$ cat config.mk
export PLATFORM = sky130hd
export DESIGN_NAME = serial_subtractor
export DESIGN_NICKNAME = d
export VERILOG_FILES = /design/src/rtl/serial_subtractor.sv
export SDC_FILE = /design/constraint.sdc
export NUM_CORES = 1
export LEC_CHECK = 0
export BUFFER_PORTS_ARGS = -buffer_cell sky130_fd_sc_hd__buf_2
export CAP_MARGIN = 40
export CORE_MARGIN = 4
export CORE_UTILIZATION = 53
export DETAILED_ROUTE_END_ITERATION = 12
export PLACE_DENSITY = 0.86
export SLEW_MARGIN = 20
export SYNTH_ARGS = -nofsm -noshare
export SYNTH_HDL_FRONTEND = slang
export SYNTH_SLANG_ARGS = --single-unit
$ cat constraint.sdc
create_clock -name clk -period 1.8 [get_ports clk]
set_clock_uncertainty 0.05 [all_clocks]
set_input_delay 0.09 -clock clk [delete_from_list [all_inputs] [get_ports clk]]
set_output_delay 0.09 -clock clk [all_outputs]
set_load 0.005 [all_outputs]
$ cat src/rtl/serial_subtractor.sv
// Bit-serial subtractor: diff = a - b - bin, one bit per clock, LSB first.
// Optional macro SERIAL_SUB_OVERFLOW_EN adds the registered signed-overflow output ovf.
module serial_subtractor #(
    parameter int WIDTH = 4
) (
    input  logic             clk,
    input  logic             rst_n,
    input  logic             start,
    input  logic [WIDTH-1:0] a,
    input  logic [WIDTH-1:0] b,
    input  logic             bin,
    output logic             busy,
    output logic             done,
    output logic [WIDTH-1:0] diff,
    output logic             bout
`ifdef SERIAL_SUB_OVERFLOW_EN
    ,
    output logic             ovf
`endif
);

    localparam int CW = $clog2(WIDTH + 1);
    localparam logic [CW-1:0] LAST = CW'(WIDTH - 1);

    typedef enum logic [1:0] {
        IDLE  = 2'd0,
        SHIFT = 2'd1,
        DONE  = 2'd2
    } state_t;

    state_t           r_state;
    logic [WIDTH-1:0] r_a;
    logic [WIDTH-1:0] r_b;
    logic [WIDTH-1:0] r_res;
    logic             r_br;
    logic [CW-1:0]    r_cnt;

    logic             w_d;
    logic             w_br_next;
    logic [WIDTH-1:0] w_res_next;
    logic             w_accept;

`ifdef SERIAL_SUB_OVERFLOW_EN
    logic             r_a_msb;
    logic             r_b_msb;
`endif

    // Single full-subtractor stage plus the result shifted in from the top
    always_comb begin
        w_d        = r_a[0] ^ r_b[0] ^ r_br;
        w_br_next  = (~r_a[0] & r_b[0]) | (~(r_a[0] ^ r_b[0]) & r_br);
        w_res_next = (r_res >> 1) | (WIDTH'(w_d) << (WIDTH - 1));
        w_accept   = start && (r_state != SHIFT);
    end

    // Control FSM with datapath registers and registered outputs
    always_ff @(posedge clk or negedge rst_n) begin
        if (!rst_n) begin
            r_state <= IDLE;
            r_a     <= '0;
            r_b     <= '0;
            r_res   <= '0;
            r_br    <= 1'b0;
            r_cnt   <= '0;
            busy    <= 1'b0;
            done    <= 1'b0;
            diff    <= '0;
            bout    <= 1'b0;
        end else begin
            unique case (r_state)
                SHIFT: begin
                    r_a   <= r_a >> 1;
                    r_b   <= r_b >> 1;
                    r_br  <= w_br_next;
                    r_res <= w_res_next;
                    r_cnt <= r_cnt + 1'b1;
                    if (r_cnt == LAST) begin
                        r_state <= DONE;
                        diff    <= w_res_next;
                        bout    <= w_br_next;
                        busy    <= 1'b0;
                        done    <= 1'b1;
                    end
                end
                default: begin
                    if (w_accept) begin
                        r_state <= SHIFT;
                        r_a     <= a;
                        r_b     <= b;
                        r_br    <= bin;
                        r_res   <= '0;
                        r_cnt   <= '0;
                        busy    <= 1'b1;
                        done    <= 1'b0;
                    end else begin
                        r_state <= IDLE;
                        done    <= 1'b0;
                    end
                end
            endcase
        end
    end

`ifdef SERIAL_SUB_OVERFLOW_EN
    // Operand sign bits survive the shifting so overflow can be judged at the end
    always_ff @(posedge clk or negedge rst_n) begin
        if (!rst_n) begin
            r_a_msb <= 1'b0;
            r_b_msb <= 1'b0;
            ovf     <= 1'b0;
        end else begin
            if (w_accept) begin
                r_a_msb <= a[WIDTH-1];
                r_b_msb <= b[WIDTH-1];
            end
            if (r_state == SHIFT && r_cnt == LAST) begin
                ovf <= (r_a_msb ^ r_b_msb) & (r_a_msb ^ w_res_next[WIDTH-1]);
            end
        end
    end
`endif

endmodule
Word level (Yosys, flattened, before mapping)

Cells that the tools add are included.

Bits in latches: 0
Memories kept: 0
Bits in registers: 25
Memory bits (writable): 0
Bits in read-only memories: 0
Output and inout port bits: 7
Logic and storage cells: 45

Multiply operators: 0
Equal/unequal tests: 4
Bitwise gates (word level): 8
Shifts and indexed selects: 0
Div/mod/pow operators: 0
Add/sub/neg operators: 1
Mux-type cells: 18
Reduce and logical (&&, ||, !) cells: 4
Magnitude comparators: 0

Operator list:

| kind                  | count |
|---|---|
| $mux W4               | 6 |
| $mux W1               | 8 |
| $mux W3               | 2 |
| $mux W2               | 2 |
| $or A3 B4 Y4          | 1 |
| $reduce_and A2 Y1     | 2 |
| $add A3 B1 Y3 const B | 1 |
| $eq A3 B2 Y1 const B  | 1 |
| $and A1 B1 Y1         | 2 |
| $eq A2 B1 Y1 const B  | 1 |
| $ne A2 B1 Y1 const B  | 1 |
| $ne A2 B2 Y1 const B  | 1 |
| $not A1 Y1            | 2 |
| $reduce_bool A2 Y1    | 1 |
| $xor A1 B1 Y1         | 2 |
| $logic_and A1 B1 Y1   | 1 |
| $or A1 B1 Y1          | 1 |

Longest topological paths before layout

Gate-level depths: netlist of the first run.

Depth in word-level cells: 5
Depth in mapped cells: 4

Worst setup path after synthesis of the first run

Ideal clock, no wire load.

Path kind: reg2reg
Start point: reg r_cnt[0]
End point: reg diff[0]
Period minus slack after synthesis: 1.481 ns
Setup time: 0.125 ns
Slack: 0.319 ns
Required time: 1.625 ns
Stages on the path, launching flop included: 5
Arrival: 1.307 ns
Buffers on the path: 0
Cells stage by stage: dfrtp_1 -> ha_1 -> ha_1 -> nand3b_1 -> mux2_2

Cells in the longest elaborated chain, start to end: 2

RTL lines:

| element                            | RTL line | source |
|---|---|---|
| from (decl)                        | 36       | `logic [CW-1:0] r_cnt;` |
| from (signal assigned)             | 76       | `r_cnt <= r_cnt + 1'b1;` |
| $eq A3 B2 Y1                       | 77       | `if (r_cnt == LAST) begin` |
| $reduce_and A2 Y1 (no source line) | n/a      |  |
| to (signal assigned)               | 79       | `diff <= w_res_next;` |
| to (decl)                          | 14       | `output logic [WIDTH-1:0] diff,` |

Every way passes these cells.
A chain may end at the register's enable or synchronous reset.

Worst setup path after layout of the first run

Start point: reg r_cnt[0]
End point: reg diff[2]

The elaborated chain is that of the path after synthesis.

==> results of run 1 <==
[layer usage]
| layer | global-route usage, % | wire, µm | up-vias |
|---|---|---|---|
| met5 | 0 | 0 | - |
| met4 | 6.383 | 10 | 0 |
| met3 | 3.047 | 77 | 2 |
| met2 | 24.90 | 857 | 11 |
| met1 | 17.14 | 780 | 312 |
| li1 | - | - | 304 |
[worst max-delay path by stage]
stage              from      end  slack (ns)  depth (start not counted)
2_1_floorplan  r_cnt[0]  diff[0]        0.32                          4
3_3_place_gp   r_cnt[0]  diff[3]        0.26                          4
3_5_place_dp   r_cnt[0]  diff[3]        0.23                          4
4_1_cts        r_cnt[0]  diff[2]        0.21                          4
5_1_grt        r_cnt[0]  diff[2]        0.14                          4
6_report       r_cnt[0]  diff[2]        0.21                          4
[cells by family after synthesis]
family / Yosys count / synth area share, %
muxes: 28 / 30.12
AOI/OAI and AO/OA: 1 / 0.4526
DFF: 23 / 52.09
and+or+nand+nor: 13 / 6.908
adders and majority gates: 3 / 4.077
buffers and inverters: 10 / 6.341
[per-stage QoR]
stage	instances	hold slack [ns]	cell area, µm²
floorplan	78	-0.2556	1105
global placement	120	0.03030	1189
detailed placement	120	0.03362	1189
CTS	127	0.06217	1245
global route	127	0.07264	1245
finish	127	0.05209	1245
[worst max-delay path: stages, from the launching register on]
cell,delay (ns)
dfrtp_1,0.42
ha_1,0.20
ha_1,0.20
nand3b_1,0.25
mux2_2,0.38
[Yosys cell counts]
library cell  number
nor2_1             3
nand2b_1           4
fa_1               1
inv_1              6
dfrtp_1           23
mux2_2            14
mux2_4             7
and2b_1            1
buf_6              2
buf_2              1
nor2b_1            4
nand3b_1           1
buf_12             1
ha_1               2
a21oi_1            1
mux2i_1            7
[power groups by stage]
stage | clock network [µW] | registers (µW) | logic [µW]
after floorplan | 0 | 862 | 739
after global placement | 0 | 872 | 845
after detailed placement | 0 | 886 | 882
after CTS | 235 | 876 | 898
after global routing | 262 | 903 | 971
final | 229 | 872 | 881
[cell type report]
cell class | instances | area (µm²) | share of cell area (%)
Multi-Input combinational cell | 45 | 459.2 | 36.88
Inverter | 6 | 22.52 | 1.809
Sequential cell | 23 | 575.6 | 46.23
Tap cell | 27 | 33.78 | 2.714
Timing Repair Buffer | 22 | 127.6 | 10.25
Clock buffer | 4 | 26.28 | 2.111
[flip-flops by register name, summed over array words and instances, names as in the netlist]
signal and count:
diff 4, r_a 4, r_b 4, r_cnt 3, r_res 3, bout 1
busy 1, done 1, r_br 1, r_state 1
[repair_timing]
| item | 4_1_cts | 5_1_grt |
|---|---|---|
| setup endpoints to repair | 0 | 0 |
| hold buffers | 3 | 0 |
| hold endpoints to repair | 25 | 0 |
==> results.sh, run 1 <==
export IMPL_ys_seq_area_share_pct=52.10
export IMPL_num_rows=16
export IMPL_ys_seq_elements=23
export IMPL_swShare_pct=31.33
export IMPL_final_cell_mix="23 x dfrtp_1, 18 x buf_2, 14 x mux2_2, 7 x mux2_4, 7 x mux2i_1"
export IMPL_syn_area_um2=1105
export IMPL_mostFrequentLayoutCell="dfrtp_1"
export IMPL_finalNetCount=116
export IMPL_syn_to_final_growth_pct=12.68
export IMPL_grt_pass1_vias=686
export IMPL_drcViolationCount=0
export IMPL_pre_cts_ws_ns=0.2270
export IMPL_die_area_um2=2879
export IMPL_p_leak_uw=0.0006344
export IMPL_crit_path_end_kind="flop"
export IMPL_grt_usage_pct=14.40
export IMPL_cts_setup_buffers=0
export IMPL_grt_overflow=0
export IMPL_worst_pin_slew_ns=0.5085
export IMPL_dp_hpwl_um=1250
export IMPL_arrival_ns=1.73
export IMPL_power_switching_uw=620.8
export IMPL_r2r_setup_slack_ns=0.21
export IMPL_critPathKind="flop to flop"
export IMPL_clk_pin_slew_worst_paths_ns=0.12
export IMPL_wl_um=1724
export IMPL_clkPwrFrac_pct=11.5
export IMPL_avgSynthCellArea_um2=14.16
export IMPL_power_uw=1981
export IMPL_synth_top_cell_area_share_pct=52.10
export IMPL_p_seq_share_pct=44.0
export IMPL_cts_made_buffers=3
export IMPL_core_um2=1962
export IMPL_cts_tree="yes"
export IMPL_viasPerCell=4.953
export IMPL_crit_fanout=6
export IMPL_place_congestion=0.7026
export IMPL_synthCells=78
export IMPL_clock_path_buffers=2
export IMPL_antenna_left=0
export IMPL_hold_viol=0
export IMPL_outcome="complete, no violations"
export IMPL_port_buffers=18
export IMPL_pwr_share_comb_pct=44.4
export IMPL_dieWidth_um=53.66
export IMPL_synthTopCellsByArea="dfrtp_1 52%, mux2_2 14%, mux2_4 9.5%"
export IMPL_worstHoldEndpoint="r_br"
export IMPL_p_int_uw=1361
export IMPL_clock_fmax_mhz=627.9
export IMPL_yosysWarnings=0
export IMPL_hold_path_class="input pin to flop"
export IMPL_grt_first_pass_wirelength_um=2953
export IMPL_fin_crit_sh_pct=88.48
export IMPL_start_util_pct=56.31
export IMPL_reg2reg_depth=4
export IMPL_cts_resized=0
export IMPL_vias=629
export IMPL_post_route_min_period_ns=1.593
export IMPL_peakVddDrop_v=0.0008894
export IMPL_worst_slack_ns=0.2074
export IMPL_ioPinCount=19
export IMPL_grt_max_degree=24
export IMPL_first_pass_iters=3
export IMPL_r2r_start="r_cnt[0]"
export IMPL_slew_headroom_pct=66.10
export IMPL_r2r_end="diff[2]"
export IMPL_wl_per_cell_um=13.57
export IMPL_hold_depth=3
export IMPL_clock_sinks=23
export IMPL_final_layout_size_suffix_gt1_share_pct=43.00
export IMPL_synthesis_nets=93
export IMPL_setup_tns_ns=0
export IMPL_clk_latency_ns=0.30
export IMPL_worstHoldStart="bin"
export IMPL_cts_root_buf="clkbuf_4"
export IMPL_die_h_um=53.66
export IMPL_antenna_cells=0
export IMPL_synth_cell_type_count=16
export IMPL_fin_util_pct=63.46
export IMPL_drt_initial_drc_count=4
export IMPL_power_density_nw_per_um2=1592
export IMPL_cp_required_ns=1.94
export IMPL_setup_viol=0
export IMPL_start_kind="flop"
export IMPL_antenna_found_initial=0
export IMPL_fillerInstances=167
export IMPL_synth_top_cell_by_area="dfrtp_1"
export IMPL_htreeDepth=1
export IMPL_cap_violations=0
export IMPL_report_final_slew_viol_count=0
export IMPL_rsz0062_at_grt="false"
No activity file was read; power rests on OpenSTA's default activity.
==> run 2: changes to the inputs <==
--- a/config.mk
+++ b/config.mk
@@ -5,7 +5,7 @@
 export SDC_FILE = /design/constraint.sdc
 export NUM_CORES = 1
 export LEC_CHECK = 0
-export BUFFER_PORTS_ARGS = -buffer_cell sky130_fd_sc_hd__buf_2
+export BUFFER_PORTS_ARGS = -buffer_cell sky130_fd_sc_hd__buf_4
 export CAP_MARGIN = 40
 export CORE_MARGIN = 4
 export CORE_UTILIZATION = 53
==> constraint.sdc (replaced) <==
create_clock -name clk -period 1.8 [get_ports clk]
set_clock_uncertainty 0.05 [all_clocks]
set_input_delay 0.18 -clock clk [delete_from_list [all_inputs] [get_ports clk]]
set_output_delay 0.18 -clock clk [all_outputs]
set_load 0.005 [all_outputs]
==> results.sh, run 2 (same netlist as run 1, synthesis figures left out) <==
export IMPL_outcome="complete, no violations"
export IMPL_cp_required_ns=1.94
export IMPL_crit_fanout=6
export IMPL_cts_made_buffers=3
export IMPL_fillerInstances=171
export IMPL_hold_viol=0
export IMPL_htreeDepth=1
export IMPL_crit_end="diff[2]"
export IMPL_wl_per_cell_um=13.57
export IMPL_drt_initial_drc_count=0
export IMPL_drcViolationCount=0
export IMPL_ioPinCount=19
export IMPL_antenna_found_initial=0
export IMPL_grt_usage_pct=14.78
export IMPL_slew_headroom_pct=78.99
export IMPL_die_h_um=53.66
export IMPL_hold_path_class="input pin to flop"
export IMPL_cts_resized=0
export IMPL_setup_worst_path_start="r_cnt[0]"
export IMPL_num_rows=16
export IMPL_r2r_start="r_cnt[0]"
export IMPL_grt_overflow=0
export IMPL_layout_cells_non_filler=126
export IMPL_final_cell_mix="23 x dfrtp_1, 20 x buf_4, 14 x mux2_2, 7 x mux2_4, 7 x mux2i_1"
export IMPL_antenna_cells=0
export IMPL_wl_um=1710
export IMPL_clock_sinks=23
export IMPL_setup_tns_ns=0
export IMPL_start_kind="flop"
export IMPL_clk_latency_ns=0.30
export IMPL_vias=631
export IMPL_placed_cells=121
export IMPL_reg_top3="diff: 4 flops, r_a: 4 flops, r_b: 4 flops"
export IMPL_cts_setup_buffers=0
export IMPL_dp_hpwl_um=1279
export IMPL_reg2reg_depth=4
export IMPL_grt_max_degree=24
export IMPL_cap_violations=0
export IMPL_r2r_setup_slack_ns=0.18
export IMPL_power_density_nw_per_um2=1593
export IMPL_arrival_ns=1.76
export IMPL_rsz0062_at_grt="false"
export IMPL_fin_crit_sh_pct=89.82
export IMPL_report_final_slew_viol_count=0
export IMPL_clock_path_buffers=2
export IMPL_die_area_um2=2879
export IMPL_crit_path_end_kind="flop"
export IMPL_first_pass_iters=1
export IMPL_worst_pin_slew_ns=0.3142
export IMPL_setup_viol=0
export IMPL_mostFrequentLayoutCell="dfrtp_1"
export IMPL_viasPerCell=5.008
export IMPL_clk_pin_slew_worst_paths_ns=0.12
export IMPL_final_layout_size_suffix_gt1_share_pct=44.44
export IMPL_r2r_end="diff[2]"
export IMPL_p_leak_uw=0.0006443
export IMPL_syn_to_final_growth_pct=15.63
export IMPL_fin_util_pct=65.11
export IMPL_clock_fmax_mhz=618.5
export IMPL_peakVddDrop_v=0.0007901
export IMPL_grt_pass1_vias=683
export IMPL_core_um2=1962
export IMPL_dieWidth_um=53.66
export IMPL_cts_tree="yes"
export IMPL_finalNetCount=115
export IMPL_start_util_pct=56.31
export IMPL_grt_first_pass_wirelength_um=2973
export IMPL_antenna_left=0
export IMPL_place_congestion=0.6977
export IMPL_cts_root_buf="clkbuf_4"
export IMPL_critPathKind="flop to flop"
export IMPL_post_route_min_period_ns=1.617
export IMPL_port_buffers=18
[run 2: cell types whose count changed in the layout (fill, tap and decap cells not counted), sizes merged]
| cell | before | now |
|---|---|---|
| buf | 19 | 20 |
| dlygate4sd3 | 3 | 1 |
[run 2: worst min path at each step]
stage / start / endpoint / slack [ns] / depth (start not counted)
2_1_floorplan: rst_n / bout / -0.17 / 0
3_3_place_gp: rst_n / diff[0] / 0.03 / 1
3_5_place_dp: rst_n / diff[0] / 0.04 / 1
4_1_cts: b[3] / r_b[3] / 0.05 / 3
5_1_grt: a[3] / r_a[3] / 0.06 / 3
6_report: b[3] / r_b[3] / 0.06 / 3
[run 2: what timing repair did]
item / CTS / global route
hold buffers: 1 / 0
endpoints found under the setup margin: 0 / 0
hold endpoints to repair: 23 / 0
[run 2: critical path, stage by stage, from the launching register on]
cell and delay (ns):
dfrtp_1 0.41, ha_1 0.21, ha_1 0.21, nand3b_1 0.26, mux2_2 0.37
[run 2: where the power goes]
group	total, µW	switching [µW]	internal [µW]	leakage, µW
combinational	931	347	584	0.000341
clock	227	141	86.3	0.0000150
sequential	877	131	746	0.000289
[run 2: cell type report]
| class | instances | area [µm²] | area share (%) |
|---|---|---|---|
| Clock buffer | 4 | 26.28 | 2.057 |
| Inverter | 6 | 22.52 | 1.763 |
| Timing Repair Buffer | 21 | 160.2 | 12.54 |
| Multi-Input combinational cell | 45 | 459.2 | 35.94 |
| Sequential cell | 23 | 575.6 | 45.05 |
| Tap cell | 27 | 33.78 | 2.644 |
[run 2: through the flow]
stage	worst slack [ns]	hold WS, ns	power [µW]	area, µm²
after global placement	0.2507	0.03442	1782	1241
after global routing	0.1108	0.06408	2216	1277
after detailed placement	0.1950	0.03734	1837	1241
after floorplan	0.3185	-0.1656	1600	1105
final	0.1832	0.05898	2035	1277
after CTS	0.1734	0.05184	2074	1277
[run 2: layer usage]
metal,GRT usage (%),share of wire (%),up-vias
li1,-,-,300
met1,16.84,42,320
met2,25.10,53,11
met3,4.155,4.1,0
met4,7.660,0,0
met5,0,0,-
